<file path="src/rtl/spi_cmd_pkg.sv">
// Shared types and constants for the SPI command sequencer.
package spi_cmd_pkg;

  typedef enum logic [2:0] {
    IDLE,
    ADDR,
    LEN,
    WR_DATA,
    RD_ISSUE,
    RD_WAIT,
    RD_PUSH,
    RD_DRAIN
  } state_e;

  localparam logic [7:0] CMD_WRITE        = 8'h01;
  localparam logic [7:0] CMD_READ         = 8'h02;
  localparam logic [7:0] ERR_BYTE_DEFAULT = 8'hEE;

  // States in which the controller consumes RX bytes.
  function automatic logic rx_ready_state(input state_e s);
    return (s == IDLE) || (s == ADDR) || (s == LEN) || (s == WR_DATA) || (s == RD_DRAIN);
  endfunction

endpackage

</file>
<file path="src/rtl/spi_cmd_timer.sv">
// Loadable down-counter; done is high while the count sits at zero.
module spi_cmd_timer #(
  parameter int W = 7
) (
  input  logic         clk,
  input  logic         rst,
  input  logic         load,
  input  logic [W-1:0] load_val,
  input  logic         en,
  output logic         done
);

  logic [W-1:0] count_q, count_d;

  // Next count: load wins, otherwise count down and stop at zero.
  always_comb begin
    count_d = count_q;
    if (load) begin
      count_d = load_val;
    end else if (en && (count_q != '0)) begin
      count_d = count_q - 1'b1;
    end
  end

  // Count register with synchronous reset.
  always_ff @(posedge clk) begin
    if (rst) begin
      count_q <= '0;
    end else begin
      count_q <= count_d;
    end
  end

  assign done = (count_q == '0);

endmodule

</file>
<file path="src/rtl/spi_cmd_ctrl.sv">
// SPI command sequencer: parses CMD/ADDR/LEN/payload frames from the RX byte
// stream, drives an 8-bit register bus and returns read data on the TX stream.
module spi_cmd_ctrl
  import spi_cmd_pkg::*;
#(
  parameter int         ADDR_W     = 8,
  parameter int         RD_TIMEOUT = 64,
  parameter logic [7:0] ERR_BYTE   = ERR_BYTE_DEFAULT
) (
  input  logic              axis_aclk,
  input  logic              axis_areset,
  input  logic [7:0]        s_axis_rx_tdata,
  input  logic              s_axis_rx_tvalid,
  output logic              s_axis_rx_tready,
  output logic [7:0]        m_axis_tx_tdata,
  output logic              m_axis_tx_tvalid,
  input  logic              m_axis_tx_tready,
  input  logic              frame_abort,
  output logic [ADDR_W-1:0] reg_addr,
  output logic [7:0]        reg_wdata,
  output logic              reg_we,
  output logic              reg_re,
  input  logic [7:0]        reg_rdata,
  input  logic              reg_rvalid,
  output logic              busy,
  output logic              bad_cmd
);

  localparam int TIMER_W = $clog2(RD_TIMEOUT + 1);

  state_e            state_q, state_d;
  logic              is_read_q, is_read_d;
  logic [7:0]        addr_q, addr_d;
  logic [7:0]        count_q, count_d;
  logic [ADDR_W-1:0] reg_addr_q, reg_addr_d;
  logic [7:0]        reg_wdata_q, reg_wdata_d;
  logic              reg_we_q, reg_we_d;
  logic              reg_re_q, reg_re_d;
  logic [7:0]        tx_data_q, tx_data_d;
  logic              tx_valid_q, tx_valid_d;
  logic              bad_cmd_q, bad_cmd_d;
  logic              rx_ready_q, rx_ready_d;
  logic              rx_fire;
  logic              timer_load, timer_en, timer_done;

  assign rx_fire = s_axis_rx_tvalid && rx_ready_q;

  spi_cmd_timer #(.W(TIMER_W)) u_timer (
    .clk      (axis_aclk),
    .rst      (axis_areset),
    .load     (timer_load),
    .load_val (TIMER_W'(RD_TIMEOUT - 1)),
    .en       (timer_en),
    .done     (timer_done)
  );

  // Frame parser and bus sequencer: next-state and next-output computation.
  always_comb begin
    // NOTE: every signal gets a default up front so no path leaves one unassigned and infers a latch.
    state_d     = state_q;
    is_read_d   = is_read_q;
    addr_d      = addr_q;
    count_d     = count_q;
    reg_addr_d  = reg_addr_q;
    reg_wdata_d = reg_wdata_q;
    tx_data_d   = tx_data_q;
    tx_valid_d  = tx_valid_q;
    reg_we_d    = 1'b0;
    reg_re_d    = 1'b0;
    bad_cmd_d   = 1'b0;
    timer_load  = 1'b0;
    timer_en    = 1'b0;

    if (frame_abort) begin
      // Abort beats any RX byte arriving in the same cycle.
      state_d    = IDLE;
      tx_valid_d = 1'b0;
    end else begin
      unique case (state_q)
        IDLE: if (rx_fire) begin
          if ((s_axis_rx_tdata == CMD_WRITE) || (s_axis_rx_tdata == CMD_READ)) begin
            is_read_d = (s_axis_rx_tdata == CMD_READ);
            state_d   = ADDR;
          end else begin
            bad_cmd_d = 1'b1;
          end
        end
        ADDR: if (rx_fire) begin
          addr_d  = s_axis_rx_tdata;
          state_d = LEN;
        end
        LEN: if (rx_fire) begin
          count_d = s_axis_rx_tdata;
          if (s_axis_rx_tdata == 8'd0) state_d = IDLE;
          else if (is_read_q)          state_d = RD_ISSUE;
          else                         state_d = WR_DATA;
        end
        WR_DATA: if (rx_fire) begin
          reg_addr_d  = ADDR_W'(addr_q);
          reg_wdata_d = s_axis_rx_tdata;
          reg_we_d    = 1'b1;
          addr_d      = addr_q + 8'd1;
          count_d     = count_q - 8'd1;
          if (count_q == 8'd1) state_d = IDLE;
        end
        RD_ISSUE: begin
          reg_addr_d = ADDR_W'(addr_q);
          reg_re_d   = 1'b1;
          timer_load = 1'b1;
          state_d    = RD_WAIT;
        end
        RD_WAIT: begin
          timer_en = 1'b1;
          // Read data wins over a timeout expiring in the same cycle.
          if (reg_rvalid) begin
            tx_data_d  = reg_rdata;
            tx_valid_d = 1'b1;
            state_d    = RD_PUSH;
          end else if (timer_done) begin
            tx_data_d  = ERR_BYTE;
            tx_valid_d = 1'b1;
            state_d    = RD_PUSH;
          end
        end
        RD_PUSH: if (m_axis_tx_tready) begin
          tx_valid_d = 1'b0;
          state_d    = RD_DRAIN;
        end
        RD_DRAIN: if (rx_fire) begin
          // The dummy byte proves the TX byte has been shifted out.
          addr_d  = addr_q + 8'd1;
          count_d = count_q - 8'd1;
          state_d = (count_q == 8'd1) ? IDLE : RD_ISSUE;
        end
        default: state_d = IDLE;
      endcase
    end

    rx_ready_d = rx_ready_state(state_d);
  end

  // State and registered outputs, cleared by synchronous reset.
  always_ff @(posedge axis_aclk) begin
    if (axis_areset) begin
      state_q     <= IDLE;
      is_read_q   <= 1'b0;
      addr_q      <= '0;
      count_q     <= '0;
      reg_addr_q  <= '0;
      reg_wdata_q <= '0;
      reg_we_q    <= 1'b0;
      reg_re_q    <= 1'b0;
      tx_data_q   <= '0;
      tx_valid_q  <= 1'b0;
      bad_cmd_q   <= 1'b0;
      rx_ready_q  <= 1'b0;
    end else begin
      // NOTE: non-blocking assignments so every flop samples pre-edge values.
      state_q     <= state_d;
      is_read_q   <= is_read_d;
      addr_q      <= addr_d;
      count_q     <= count_d;
      reg_addr_q  <= reg_addr_d;
      reg_wdata_q <= reg_wdata_d;
      reg_we_q    <= reg_we_d;
      reg_re_q    <= reg_re_d;
      tx_data_q   <= tx_data_d;
      tx_valid_q  <= tx_valid_d;
      bad_cmd_q   <= bad_cmd_d;
      rx_ready_q  <= rx_ready_d;
    end
  end

  assign s_axis_rx_tready = rx_ready_q;
  assign m_axis_tx_tdata  = tx_data_q;
  assign m_axis_tx_tvalid = tx_valid_q;
  assign reg_addr         = reg_addr_q;
  assign reg_wdata        = reg_wdata_q;
  assign reg_we           = reg_we_q;
  assign reg_re           = reg_re_q;
  assign bad_cmd          = bad_cmd_q;
  assign busy             = (state_q != IDLE);

endmodule

</file>
<file path="config.mk">
export PLATFORM = sky130hd
export DESIGN_NAME = spi_cmd_ctrl
export DESIGN_NICKNAME = d
export VERILOG_FILES = /design/src/rtl/spi_cmd_pkg.sv /design/src/rtl/spi_cmd_timer.sv /design/src/rtl/spi_cmd_ctrl.sv
export SDC_FILE = /design/constraint.sdc
export NUM_CORES = 1
export LEC_CHECK = 0
export BUFFER_PORTS_ARGS = -buffer_cell sky130_fd_sc_hd__buf_2
export CORE_MARGIN = 4
export CORE_UTILIZATION = 52
export CTS_BUF_LIST = sky130_fd_sc_hd__clkbuf_8
export DETAILED_ROUTE_END_ITERATION = 10
export PLACE_DENSITY = 0.79
export SETUP_SLACK_MARGIN = 0.2
export SLEW_MARGIN = 30
export SYNTH_ARGS = -nofsm -noshare
export SYNTH_HDL_FRONTEND = slang
export SYNTH_SLANG_ARGS = --single-unit
</file>
<file path="constraint.sdc">
create_clock -name axis_aclk -period 1.7 [get_ports axis_aclk]
set_input_delay 0.085 -clock axis_aclk [delete_from_list [all_inputs] [get_ports axis_aclk]]
set_output_delay 0.085 -clock axis_aclk [all_outputs]
set_load 0.03 [all_outputs]
</file>
Yosys cells after proc, flatten, opt, wreduce, memory -nomap -nowiden
Cells that the tools add are included.

word-level totals
  bits in registers = 56
  bits of input ports = 22
  output and inout bits = 30
  word-level logic and storage cells = 108

cells by class
  add/sub/neg operators = 3
  equal/unequal tests = 20
  mux-type cells = 36
  bitwise operators = 4
  reductions and logical operators = 31

operators by type and width
  cell                 count
  $mux 8               6
  $pmux 8 s2           3
  $mux 3               14
  $pmux 3 s8           1
  $eq 8x1->1 const B   2
  $eq 3x3->1 const B   5
  $eq 3x2->1 const B   4
  $mux 6               2
  $reduce_and 3->1     4
  $reduce_and 4->1     3
  $reduce_bool 2->1    6
  $mux 1               9
  $add 8x1->8 const B  1
  $eq 8x2->1 const B   1
  $logic_not 8->1      1
  $ne 2x2->1 const B   4
  $sub 8x1->8 const B  1
  $logic_not 7->1      1
  $reduce_bool 7->1    1
  $sub 7x1->7 const B  1
  $eq 3x1->1 const B   2
  $logic_not 3->1      2
  $reduce_or 2->1      3
  $logic_or 1x1->1     5
  8 further kinds      12

Depth between registers and ports, before layout
Gate-level depths: netlist of run 1.

  depth in word-level cells = 11
  mapped depth = 8
  mapped depth without buffers = 7

Hierarchy
Synthesis of run 1 repeated with hierarchy kept, for this count alone.

second synthesis, totals
  cells, all modules = 340
  area, all modules = 2783.9 sq um

modules (own cells, without submodules)
  module         times used  cells each  area each (sq um)  sequential area each (sq um)
  spi_cmd_ctrl   1           292         2364.8             980.9
  spi_cmd_timer  1           48          419.2              140.1

Worst setup path before layout of run 1
Ideal clock, no wire load.

  path type = register to register
  start = register rx_ready_q, in the netlist s_axis_rx_tready
  end = register reg_addr_q[1], in the netlist reg_addr[1]
  library setup time = 128 ps
  arrival = 1621 ps
  data required time = 1572 ps
  slack = -49 ps
  stages on the path, launching flop included = 9
  buffers on the path = 3
  period minus slack after synthesis = 1749 ps
  path through = dfxtp_1 -> and3b_1 -> buf_2 -> and3_1 -> buf_6 -> nand2b_1 -> buf_6 -> mux2i_1 -> nor2_1

between the ends
  cells in the longest elaborated chain, start to end = 3

RTL lines
  what                        line                 text
  from (decl)                 spi_cmd_ctrl.sv:42   logic rx_ready_q, rx_ready_d;
  from (signal assigned)      spi_cmd_ctrl.sv:170  rx_ready_q <= rx_ready_d;
  $logic_and 1x1->1           spi_cmd_ctrl.sv:46   assign rx_fire = s_axis_rx_tvalid && rx_ready_q;
  $ne 2x2->1 (no line)        --
  $reduce_and 3->1 (no line)  --
  to (signal assigned)        spi_cmd_ctrl.sv:163  reg_addr_q <= reg_addr_d;
  to (decl)                   spi_cmd_ctrl.sv:35   logic [ADDR_W-1:0] reg_addr_q, reg_addr_d;

Every way passes these cells.
A chain may end at the register's enable or synchronous reset.

Worst setup path after layout of run 1
  start = register state_q[2]
  end = register rx_ready_q, in the netlist s_axis_rx_tready

between the ends
  cells in the longest elaborated chain, start to end = 9
  elaborated cells between the ends (all ways) = 29
  classes of those cells = eq/ne (11); mux (12); reduce/logical (6)

RTL lines
  what                                           line                                                          text
  from (decl)                                    spi_cmd_ctrl.sv:31                                            state_e state_q, state_d;
  from (signal assigned)                         spi_cmd_ctrl.sv:159                                           state_q <= state_d;
  $mux 3, on equally long branches               spi_cmd_ctrl.sv:119, spi_cmd_ctrl.sv:81, spi_cmd_ctrl.sv:104
  $mux 3, on equally long branches               spi_cmd_ctrl.sv:115, spi_cmd_ctrl.sv:80, spi_cmd_ctrl.sv:98
  $pmux 3 s8 (*)                                 spi_cmd_ctrl.sv:79                                            unique case (state_q)
  $mux 3 (*)                                     spi_cmd_ctrl.sv:74                                            if (frame_abort) begin
  $eq 3x1->1 or $logic_not 3->1 (tied branches)  spi_cmd_pkg.sv:21                                             return (s == IDLE) || (s == ADDR) || (s == LEN) || (s == WR_DATA) || (s == RD_DRAIN);
  $logic_or 1x1->1 (3 in series)                 spi_cmd_pkg.sv:21
  $logic_or 1x1->1 (*)                           spi_cmd_pkg.sv:21

Every way passes the cells marked *; elsewhere a longest branch is shown, timed or not.

==> results of run 1 <==
cell type report:
type,instances,area share (%)
multi-input cells,238,46.21
flip-flops and latches,56,32.27
repair buffers,86,14.91
well taps,70,2.445
clock buffers,5,1.921
inverters,11,1.153
clock inverters,3,1.083
worst max-delay path: stages, from the launching register on:
cell	delay [ns]
dfxtp_4	0.38
buf_6	0.13
nor3_4	0.20
nand4_1	0.15
o2111ai_2	0.25
a211oi_2	0.08
o41ai_2	0.33
metal layers:
metal	vias up	global-route usage, %	part of all wire [%]
met5	-	0	0
met1	1251	26.59	42
met4	0	10.47	3.3
li1	1303	-	-
met3	26	4.596	6.4
met2	102	35.35	49
worst paths after layout:
| path | from | endpoint | cells after the start | slack (ns) |
|---|---|---|---|---|
| hold reg to reg | m_axis_tx_tdata[4]$_SDFFE_PP0P_ | m_axis_tx_tdata[4]$_SDFFE_PP0P_ | 2 | 0.45 |
| hold / removal | axis_areset | m_axis_tx_tdata[4]$_SDFFE_PP0P_ | 2 | 0.03 |
| setup reg to reg | state_q[2]$_SDFF_PP0_ | s_axis_rx_tready$_SDFF_PP0_ | 6 | 0.09 |
| setup / recovery | state_q[2]$_SDFF_PP0_ | s_axis_rx_tready$_SDFF_PP0_ | 6 | 0.09 |
power by group through the flow:
stage	combinational, mW	clock, mW	sequential [mW]
3_5_place_dp	0.106	0	1.34
5_1_grt	0.123	0.938	1.30
6_report	0.111	0.857	1.30
3_3_place_gp	0.105	0	1.34
2_1_floorplan	0.0491	0	1.35
4_1_cts	0.108	0.875	1.31
kinds of logic (layout without fill, tap and decap cells):
| family | after synthesis | in the layout | synth area share, % |
|---|---|---|---|
| AOI/OAI and AO/OA | 79 | 79 | 19.68 |
| xor gates and xnor gates | 6 | 6 | 1.931 |
| adders and majority gates | 5 | 5 | 2.299 |
| buffers and inverters | 28 | 105 | 4.873 |
| DFF | 56 | 56 | 41.20 |
| muxes | 16 | 16 | 5.885 |
| and+or+nand+nor | 132 | 132 | 24.14 |
per-stage QoR:
stage	utilization, %	hold WS, ns	std cells	TNS [ns]	cell area [um2]
after floorplan	-	0.2175	322	0	2761
after global placement	61.64	0.3502	442	0	3128
after detailed placement	61.64	0.3544	442	-0.04050	3128
after global routing	70.59	0.01354	469	-0.003216	3582
final	70.59	0.02539	469	0	3582
after CTS	66.15	0.01792	456	0	3357
state kept, by name, summed over array words and instances, names as in the netlist:
name              cells
u_timer.count_q       7
state_q               3
s_axis_rx_tready      1
addr_q                8
reg_we                1
reg_re                1
reg_addr              8
count_q               8
m_axis_tx_tvalid      1
bad_cmd               1
is_read_q             1
reg_wdata             8
m_axis_tx_tdata       8
synth_stat cells, types with 2 or more instances:
library cell / number
nand4_1: 2
o31ai_1: 3
nor3_2: 2
o221a_2: 7
nor2b_1: 2
a211oi_1: 3
xor2_1: 4
nand3_1: 12
nand2b_1: 4
buf_6: 3
buf_2: 4
a311oi_1: 4
nor4_1: 3
xnor2_1: 2
or4_1: 2
and3_1: 4
nand2_1: 29
mux2i_1: 16
or3_1: 2
a22oi_1: 2
and2_1: 3
inv_1: 11
clkbuf_1: 9
o21ai_0: 17
o22ai_1: 4
a31oi_1: 7
ha_1: 5
dfxtp_1: 56
nor2_1: 50
a21oi_1: 20
nor3_1: 8
what timing repair did:
action / 4_1_cts / 5_1_grt
hold endpoints to repair: 0 / 0
buffers inserted: 6 / 13
setup endpoints to repair: 40 / 46
gates resized for setup: 23 / 38
pin swaps: 12 / 22
==> metrics, run 1 <==
status finished, final reports clean; maximum clock rate just over 0.6 GHz; total power 2.272 mW; Synth Flop Type dfxtp_1; clock buffer count from CTS 5; Pint 1.773 mW; first-pass GRT wire length 11,080 um; P_sw 0.4986 mW; commonest non-fill, non-tap cell in the layout buf_2; DRT iter0 DRCs 176; endpoints failing hold 0; Area Overhead vs Synth 31.63%; layout cells sized above 1 a little under two fifths; Die Y-Extent 80.34 um; distinct cell type count after synthesis 53; first-pass detailed-route iteration total 4; fraction of synthesis flops using an asynchronous set or reset pin 0%; Post-DP HPWL between 4000 and 5000 um; clock share of power roughly 38%; GP Congestion about 0.95; power per cell area 634.2 mW/mm2; worst vdd ir 0.5640 mV; Vias 2,682; chip width 80.34 um; maxcap violations 0; vias per cell approximately 5.7; Area contributors post-synth dfxtp_1, nor2_1, mux2i_1, nand2_1, a21oi_1; crit path time final approximately 1.6 ns; CTS Buffer Depth 2; pin count of the biggest net entering global routing 40; gr ovfl total 0; Comb power frac 4.9%; Slew HR a little over two thirds; Critical Path RT 1.92 ns; num ports 52; Worst-Margin Slew 0.4420 ns; Post-Syn Area per Cell 8.451 um2; Final WS setup a little under 0.09 ns; area leader, netlist dfxtp_1; multi-input logic area 0.001655 mm2; Flop pwr share 57.4%; Seq/Total Area, Yosys 41.20%; Final ANT Viol Nets 0; Die ar. 0.006455 mm2; Worst Path Arrival 1.83 ns; dpl ws -0.04050 ns; Core Area roughly 0.005 mm2; Critical Path Start Type register; DRC 0; most used cells in the layout excluding fill and tap cells buf_2, nor2_1, dfxtp_1; fillcell total 409; total wire length roughly 7100 um; number of synthesized register bits 56; Final Slew Violations 0; post-synth top area share 41.20%; fin nets 425; initial antenna violation count 0; Reg clk slew, reported paths around 0.1 ns; Worst Setup End Kind register; Synth warnings 0; Cells after Synth 322; clock root cell clkbuf_8; Worst-Skew Late Latency 0.31 ns; final worst path period share 94.86%; Net Sw Frac between 20% and 30%; clk sink count 56; port buffer count 51; endpoints failing setup 0; Tot GR Track Use 21.53%; Post-synth EDFFs 0; WL per Instance 15.22 um; syn nets ~350; P_leak 1.429 nW; H-tree levels 2; number of global-route vias before repair 2,494; diode count 0; Max FO, Critical Path 5; # hold bufs at CTS 0; register area ~0.0012 mm2; Cell Area, Synth 0.002721 mm2; TritonCTS clock tree built; Hold Path Class input pin to register; initial cell density of the core between 50% and 60%; crit path kind register to register; RSZ-0062 raised after global routing yes; Rows 26; skew final 0.009666 ns
Note: power is estimated with default switching activity, not from simulation.
==> run 2: changes to the inputs <==
--- a/config.mk
+++ b/config.mk
@@ -10,9 +10,10 @@
 export CORE_UTILIZATION = 52
 export CTS_BUF_LIST = sky130_fd_sc_hd__clkbuf_8
 export DETAILED_ROUTE_END_ITERATION = 10
-export PLACE_DENSITY = 0.79
+export PLACE_DENSITY = 0.78
 export SETUP_SLACK_MARGIN = 0.2
 export SLEW_MARGIN = 30
 export SYNTH_ARGS = -nofsm -noshare
 export SYNTH_HDL_FRONTEND = slang
+export SYNTH_HIERARCHICAL = 1
 export SYNTH_SLANG_ARGS = --single-unit
==> run 2 against run 1 <==
Against the previous run:
- the run now ends with negative setup slack left
- setup slack got worse by 0.14 ns
- global-route usage grew 2.2 points
- wire length rose by 7.1%
- sequential share of layout area is 1.5 points lower
- register-to-register slack worse by 0.14 ns
- core utilization rose by 0.86 points
- critical endpoint unchanged
- highest routed layer unchanged
==> metrics, run 2 <==
status complete, but fails checks; failing checks negative setup slack; Tot GR Track Use 23.75% (+2.2 points); Worst-Skew Late Latency 0.31 ns (about the same); vias per cell 5.619 (-1.7%); WL per Instance 15.48 um (+1.7%); total power 2.147 mW (-5.5%); CP max stage delay 0.34 ns (-0.04 ns); crit path time final 1.754 ns (+0.1412 ns); initial antenna violation count 0 (unchanged); diode count 0 (unchanged); worst vdd ir 0.4048 mV (-28%); clock root cell clkbuf_8; post-synth top area share 40.27% (-0.93 points); port buffer count 51 (unchanged); Core Area 0.005140 mm2 (+1.3%); H-tree levels 2 (unchanged); skew final 0.01227 ns (+0.002600 ns); area leader, netlist dfxtp_1; CTS Buffer Depth 2 (unchanged); distinct cell type count after synthesis 61 (+15%); initial cell density of the core 54.16% (+0.54 points); fin nets 450 (+5.9%); endpoints failing hold 0 (unchanged); Cell Area, Synth 0.002784 mm2 (+2.3%); Die Y-Extent 81.17 um (+1.0%); dpl ws -0.02414 ns (+0.01636 ns); RSZ-0062 raised after global routing yes; Post-Syn Area per Cell 8.188 um2 (-3.1%); Vias 2,776 (+3.5%); Die ar. 0.006589 mm2 (+2.1%); Critical Path Start Type register; clock buffer count from CTS 5 (unchanged); fraction of synthesis flops using an asynchronous set or reset pin 0% (unchanged); total wire length 7647 um (+7.1%); critical-path cell list inv_2, ha_4, nor4b_4, and2_4, o21a_1, o2bb2ai_1, a32oi_1, o2111a_1, o22ai_2; power per cell area 584.7 mW/mm2 (-7.8%); TritonCTS clock tree built; Final ANT Viol Nets 0 (unchanged); most frequent cell after synthesis nor2_1; chip width 81.17 um (+1.0%); Max FO, Critical Path 3 (-2); Rows 26 (unchanged); Critical Path RT 1.89 ns (-0.03 ns); pin count of the biggest net entering global routing 28 (-30%); Cells after Synth 340 (+5.6%); clk sink count 56 (unchanged); Area Overhead vs Synth 31.91%; synth cell count leaders nor2_1, dfxtp_1, nand2_1; num ports 52 (unchanged); maxcap violations 0 (unchanged); Area contributors post-synth dfxtp_1, nor2_1, mux2i_1, a21oi_1, nand2_1; number of global-route vias before repair 2,651 (+6.3%); Worst Path Arrival 1.94 ns (+0.11 ns); Worst Setup End Kind register; Setup Total Neg Slack -0.1564 ns (-0.1564 ns); most used cells in the layout excluding fill and tap cells nor2_1, buf_2, dfxtp_1; GP Congestion 0.9158 (-3.4%); first-pass GRT wire length 12,250 um (+11%); endpoints failing setup 4 (+4); Synth Flop Type dfxtp_1; Post-synth EDFFs 0 (unchanged); Final WS setup -0.05371 ns (-0.1412 ns); maximum clock rate 0.5702 GHz (-8.0%); final worst path period share 103.2% (+8.3 points); DRT iter0 DRCs 174 (-1.1%); Final Slew Violations 0 (unchanged); Hold Path Class input pin to register; number of synthesized register bits 56 (unchanged); Reg clk slew, reported paths 0.10 ns (about the same); first-pass detailed-route iteration total 4 (unchanged); DRC 0 (unchanged); Seq/Total Area, Yosys 40.27% (-0.93 points); P_leak 1.484 nW (+3.9%); commonest non-fill, non-tap cell in the layout nor2_1; Synth warnings 6 (+6); slowest library cell on the worst path dfxtp_2; Post-DP HPWL 4805 um (+4.6%); gr ovfl total 0 (unchanged); layout cells sized above 1 35.38% (-2.7 points); crit path kind register to register
[run 2: cell families (layout without fill, tap and decap cells)]
kind of cell	count (synthesis)	after routing	synth area share (%)
AO/OA/AOI/OAI	82	82	19.33
other	2	7	0.2698
multiplexers	17	17	6.112
XOR/XNOR	2	2	0.6293
AND/OR/NAND/NOR	148	148	27.24
buffers and inverters	29	108	4.359
flip-flops	56	56	40.27
adder cells (fa/ha/maj)	4	4	1.798
[run 2: cell type report]
type / count / area [um2]
well taps: 70 / 87.58
multi-input cells: 260 / 1758
fillers: 428 / 1468
inverters: 12 / 45.04
clock buffers: 5 / 68.82
flip-flops and latches: 56 / 1131
clock inverters: 2 / 12.51
repair buffers: 89 / 569.3
[run 2: per-layer routing]
layer	global-route usage, %	wire length, um	up-vias
met3	4.435	412	19
met4	9.459	194	0
met2	38.01	3695	88
met1	31.55	3344	1298
met5	0	0	-
li1	-	-	1371
[run 2: path summary, 6_finish.rpt]
check / startpoint / to / slack, ns / cells past startpoint
max reg2reg: u_timer/count_q[0]$_SDFFE_PP0P_ / s_axis_rx_tready$_SDFF_PP0_ / -0.05 / 9
min reg2reg: m_axis_tx_tdata[0]$_SDFFE_PP0P_ / m_axis_tx_tdata[0]$_SDFFE_PP0P_ / 0.46 / 2
max: u_timer/count_q[0]$_SDFFE_PP0P_ / s_axis_rx_tready$_SDFF_PP0_ / -0.05 / 9
min: reg_rdata[7] / m_axis_tx_tdata[7]$_SDFFE_PP0P_ / 0.03 / 3
[run 2: repair_timing]
| item | in CTS | in global routing |
|---|---|---|
| setup endpoints to repair | 36 | 53 |
| pin swaps | 19 | 17 |
| hold endpoints to repair | 1 | 0 |
| buffers inserted | 10 | 5 |
| cloned | 0 | 0 |
| gates resized for setup | 37 | 22 |
| hold buffers | 1 | 0 |
[run 2: critical path, delay by kind of cell, from the launching register on]
kind                       cells  cell delay, ns
AOI/OAI and AO/OA              5            0.67
and+or+nand+nor                2            0.41
DFF                            1            0.34
adders and majority gates      1            0.13
buffers and inverters          1            0.06
[run 2: stage by stage]
step | utilization, % | cell area [um2] | std cells | hold slack, ns
after global placement | 63.17 | 3247 | 471 | 0.3165
after detailed placement | 63.17 | 3247 | 471 | 0.3227
after global routing | 71.45 | 3672 | 494 | 0.02294
after CTS | 68.96 | 3545 | 489 | 0.01664
final | 71.45 | 3672 | 494 | 0.02532
after floorplan | - | 2821 | 345 | 0.1643
[run 2: where the power goes]
group | internal (mW) | leakage, nW | switching (mW)
Clock | 0.284 | 0.0458 | 0.429
Sequential | 1.31 | 0.455 | 0.00179
Combinational | 0.0408 | 0.984 | 0.0796
==> run 3: changes to the inputs <==
--- a/config.mk
+++ b/config.mk
@@ -5,6 +5,7 @@
 export SDC_FILE = /design/constraint.sdc
 export NUM_CORES = 1
 export LEC_CHECK = 0
+export ABC_AREA = 1
 export BUFFER_PORTS_ARGS = -buffer_cell sky130_fd_sc_hd__buf_2
 export CORE_MARGIN = 4
 export CORE_UTILIZATION = 52
==> run 3 against run 2 <==
Against the previous run:
- the flow now finishes without violations
- highest routed layer unchanged
- cell count grew 14%
- flip-flop and latch count did not move
- die area up 2.8%
- setup slack better by 0.25 ns
- via count grew 6.3%
- register-to-register slack better by 0.25 ns
- largest cell class unchanged
- synthesized cell count grew 21%
- critical endpoint is now state_q[1]$_SDFF_PP0_
- final area shrank 1.6%
- hold slack worse by 0.0058 ns
- total power grew 2.1%
==> metrics, run 3 <==
total wire length 7383 um (-3.5%); crit path kind register to register; clock root cell clkbuf_8; distinct cell type count after synthesis 36 (-41%); Comb power frac 5.8% (+0.2 points); first-pass detailed-route iteration total 5 (+1); Seq/Total Area, Yosys 39.06% (-1.2 points); fillcell total 427 (-0.23%); Post-DP HPWL 5205 um (+8.3%); number of global-route vias before repair 2,655 (+0.15%); Setup Total Neg Slack 0 ns (+0.1564 ns); Synth Flop Type dfxtp_1; Reg clk slew, reported paths 0.10 ns (about the same); Die Y-Extent 82.30 um (+1.4%); crit path time final 1.501 ns (-0.2531 ns); Cells after Synth 413 (+21%); Final Slew Violations 0 (unchanged); Critical Path Start Type register; vias per cell 5.249 (-6.6%); power per cell area 606.6 mW/mm2 (+3.7%); Final ANT Viol Nets 0 (unchanged); GP Congestion 0.8993 (-1.8%); post-route insts no fill 562 (+14%); endpoints failing hold 0 (unchanged); P_sw 0.5379 mW (+5.5%); chip width 82.30 um (+1.4%); Area contributors post-synth dfxtp_1, nor2_1, nand2_1, o21ai_0, a21oi_1; RSZ-0062 raised after global routing yes; clock buffer count from CTS 5 (unchanged); dpl cells 539 (+14%); layout cells sized above 1 28.66% (-6.7 points); Worst-Margin Slew 0.5085 ns; Area Overhead vs Synth 25.89%; most frequent cell after synthesis nor2_1; clock share of power 34.3% (+1.1 points); gr ovfl total 0 (unchanged); Max FO, Critical Path 3 (unchanged); Core Area 0.005238 mm2 (+1.9%); DRT iter0 DRCs 219 (+26%); status finished, final reports clean; Worst Setup End Kind register; Worst-Skew Late Latency 0.32 ns (about the same); num ports 52 (unchanged); WL per Instance 13.14 um (-15%); endpoints failing setup 0 (-4); fin nets 517 (+15%); final worst path period share 88.27% (-15 points); Critical Path RT 1.91 ns (+0.02 ns); maximum clock rate 0.6664 GHz (+17%); skew final 0.006706 ns (-0.005561 ns); synth cell count leaders nor2_1, dfxtp_1, nand2_1; H-tree levels 2 (unchanged); CTS Buffer Depth 2 (unchanged); TritonCTS clock tree built; area leader, netlist dfxtp_1; most used cells in the layout excluding fill and tap cells nor2_1, nand2_1, buf_2; post-synth top area share 39.06% (-1.2 points); initial antenna violation count 0 (unchanged); port buffer count 51 (unchanged); clk sink count 56 (unchanged); commonest non-fill, non-tap cell in the layout nor2_1; Tot GR Track Use 22.90% (-0.84 points); P_leak 1.692 nW (+14%); maxcap violations 0 (unchanged); Die ar. 0.006772 mm2 (+2.8%); fraction of synthesis flops using an asynchronous set or reset pin 0% (unchanged); Vias 2,950 (+6.3%); Synth warnings 6 (unchanged); total power 2.192 mW (+2.1%); worst vdd ir 0.4450 mV (+9.9%); number of synthesized register bits 56 (unchanged); Slew HR 65.95%; Post-synth EDFFs 0 (unchanged); DRC 0 (unchanged); initial cell density of the core 54.80% (+0.64 points); diode count 0 (unchanged); pin count of the biggest net entering global routing 41 (+46%); Net Sw Frac 24.54% (+0.79 points); first-pass GRT wire length 12,070 um (-1.5%); Cell Area, Synth 0.002870 mm2 (+3.1%); Post-Syn Area per Cell 6.950 um2 (-15%); Flop pwr share 59.9% (-1.3 points); Hold Path Class input pin to register; Pint 1.654 mW (+1.0%); Rows 26 (unchanged); Worst Path Arrival 1.71 ns (-0.23 ns); final core utilization 68.99% (-2.5 points)
[run 3: logic make-up after synthesis]
group | Yosys count | synth area share, %
flops | 56 | 39.06
buf+inv | 59 | 8.892
xor+xnor | 7 | 2.136
other cells | 2 | 0.2616
compound gates | 91 | 17.39
fa+ha+maj | 4 | 1.744
simple gates | 194 | 30.51
[run 3: path summary, 6_finish.rpt]
check | start | end | slack (ns) | depth (start not counted)
setup reg to reg | u_timer/count_q[0]$_SDFFE_PP0P_ | state_q[1]$_SDFF_PP0_ | 0.20 | 12
setup / recovery | u_timer/count_q[0]$_SDFFE_PP0P_ | state_q[1]$_SDFF_PP0_ | 0.20 | 12
hold reg to reg | m_axis_tx_tdata[4]$_SDFFE_PP0P_ | m_axis_tx_tdata[4]$_SDFFE_PP0P_ | 0.47 | 2
hold / removal | reg_rdata[0] | m_axis_tx_tdata[0]$_SDFFE_PP0P_ | 0.02 | 3
[run 3: area by class of cell]
| cell class | count | area [um2] | share of cell area, % |
|---|---|---|---|
| clock inverter | 3 | 21.27 | 0.5886 |
| multi-input combinational | 303 | 1630 | 45.12 |
| tap | 70 | 87.58 | 2.424 |
| inverter | 47 | 183.9 | 5.090 |
| sequential | 56 | 1132 | 31.34 |
| clock buffer | 5 | 68.82 | 1.904 |
| timing repair buffer | 78 | 489.2 | 13.54 |
[run 3: timing repair]
action / CTS / global route
hold endpoints to repair: 6 / 0
resized for setup: 16 / 25
hold buffers: 6 / 0
pin swaps: 11 / 9
endpoints found under the setup margin: 20 / 41
buffers inserted: 5 / 4
[run 3: power groups by stage]
stage	Sequential [mW]	Clock (mW)	Combinational [mW]
final	1.31	0.752	0.127
after CTS	1.31	0.775	0.121
after global routing	1.31	0.816	0.141
after global placement	1.34	0	0.108
after floorplan	1.35	0	0.0486
after detailed placement	1.34	0	0.109
[run 3: metal layers]
metal / track usage [%] / routed length, um / up-vias
met5: 0 / 0 / -
met3: 5.531 / 513 / 17
met4: 8.140 / 165 / 0
met2: 36.38 / 3458 / 98
met1: 30.15 / 3246 / 1337
li1: - / - / 1498
[run 3: stage by stage]
step | hold slack, ns | cell area [um2] | worst slack [ns]
floorplan | 0.1541 | 2905 | 0.1946
global placement | 0.3179 | 3272 | 0.1533
detailed placement | 0.3240 | 3272 | 0.07288
CTS | 0.01190 | 3498 | 0.1800
global route | 0.03250 | 3613 | 0.09128
finish | 0.01948 | 3613 | 0.1994
[run 3: worst max-delay path: stages, from the launching register on]
cell	delay (ns)
dfxtp_2	0.36
inv_2	0.05
ha_4	0.16
nand2_4	0.07
nor2_4	0.04
nand2_4	0.08
inv_4	0.03
nor2_4	0.11
nor2_4	0.06
nor3b_2	0.15
nand4_1	0.14
nand2_1	0.11
nor2_1	0.04
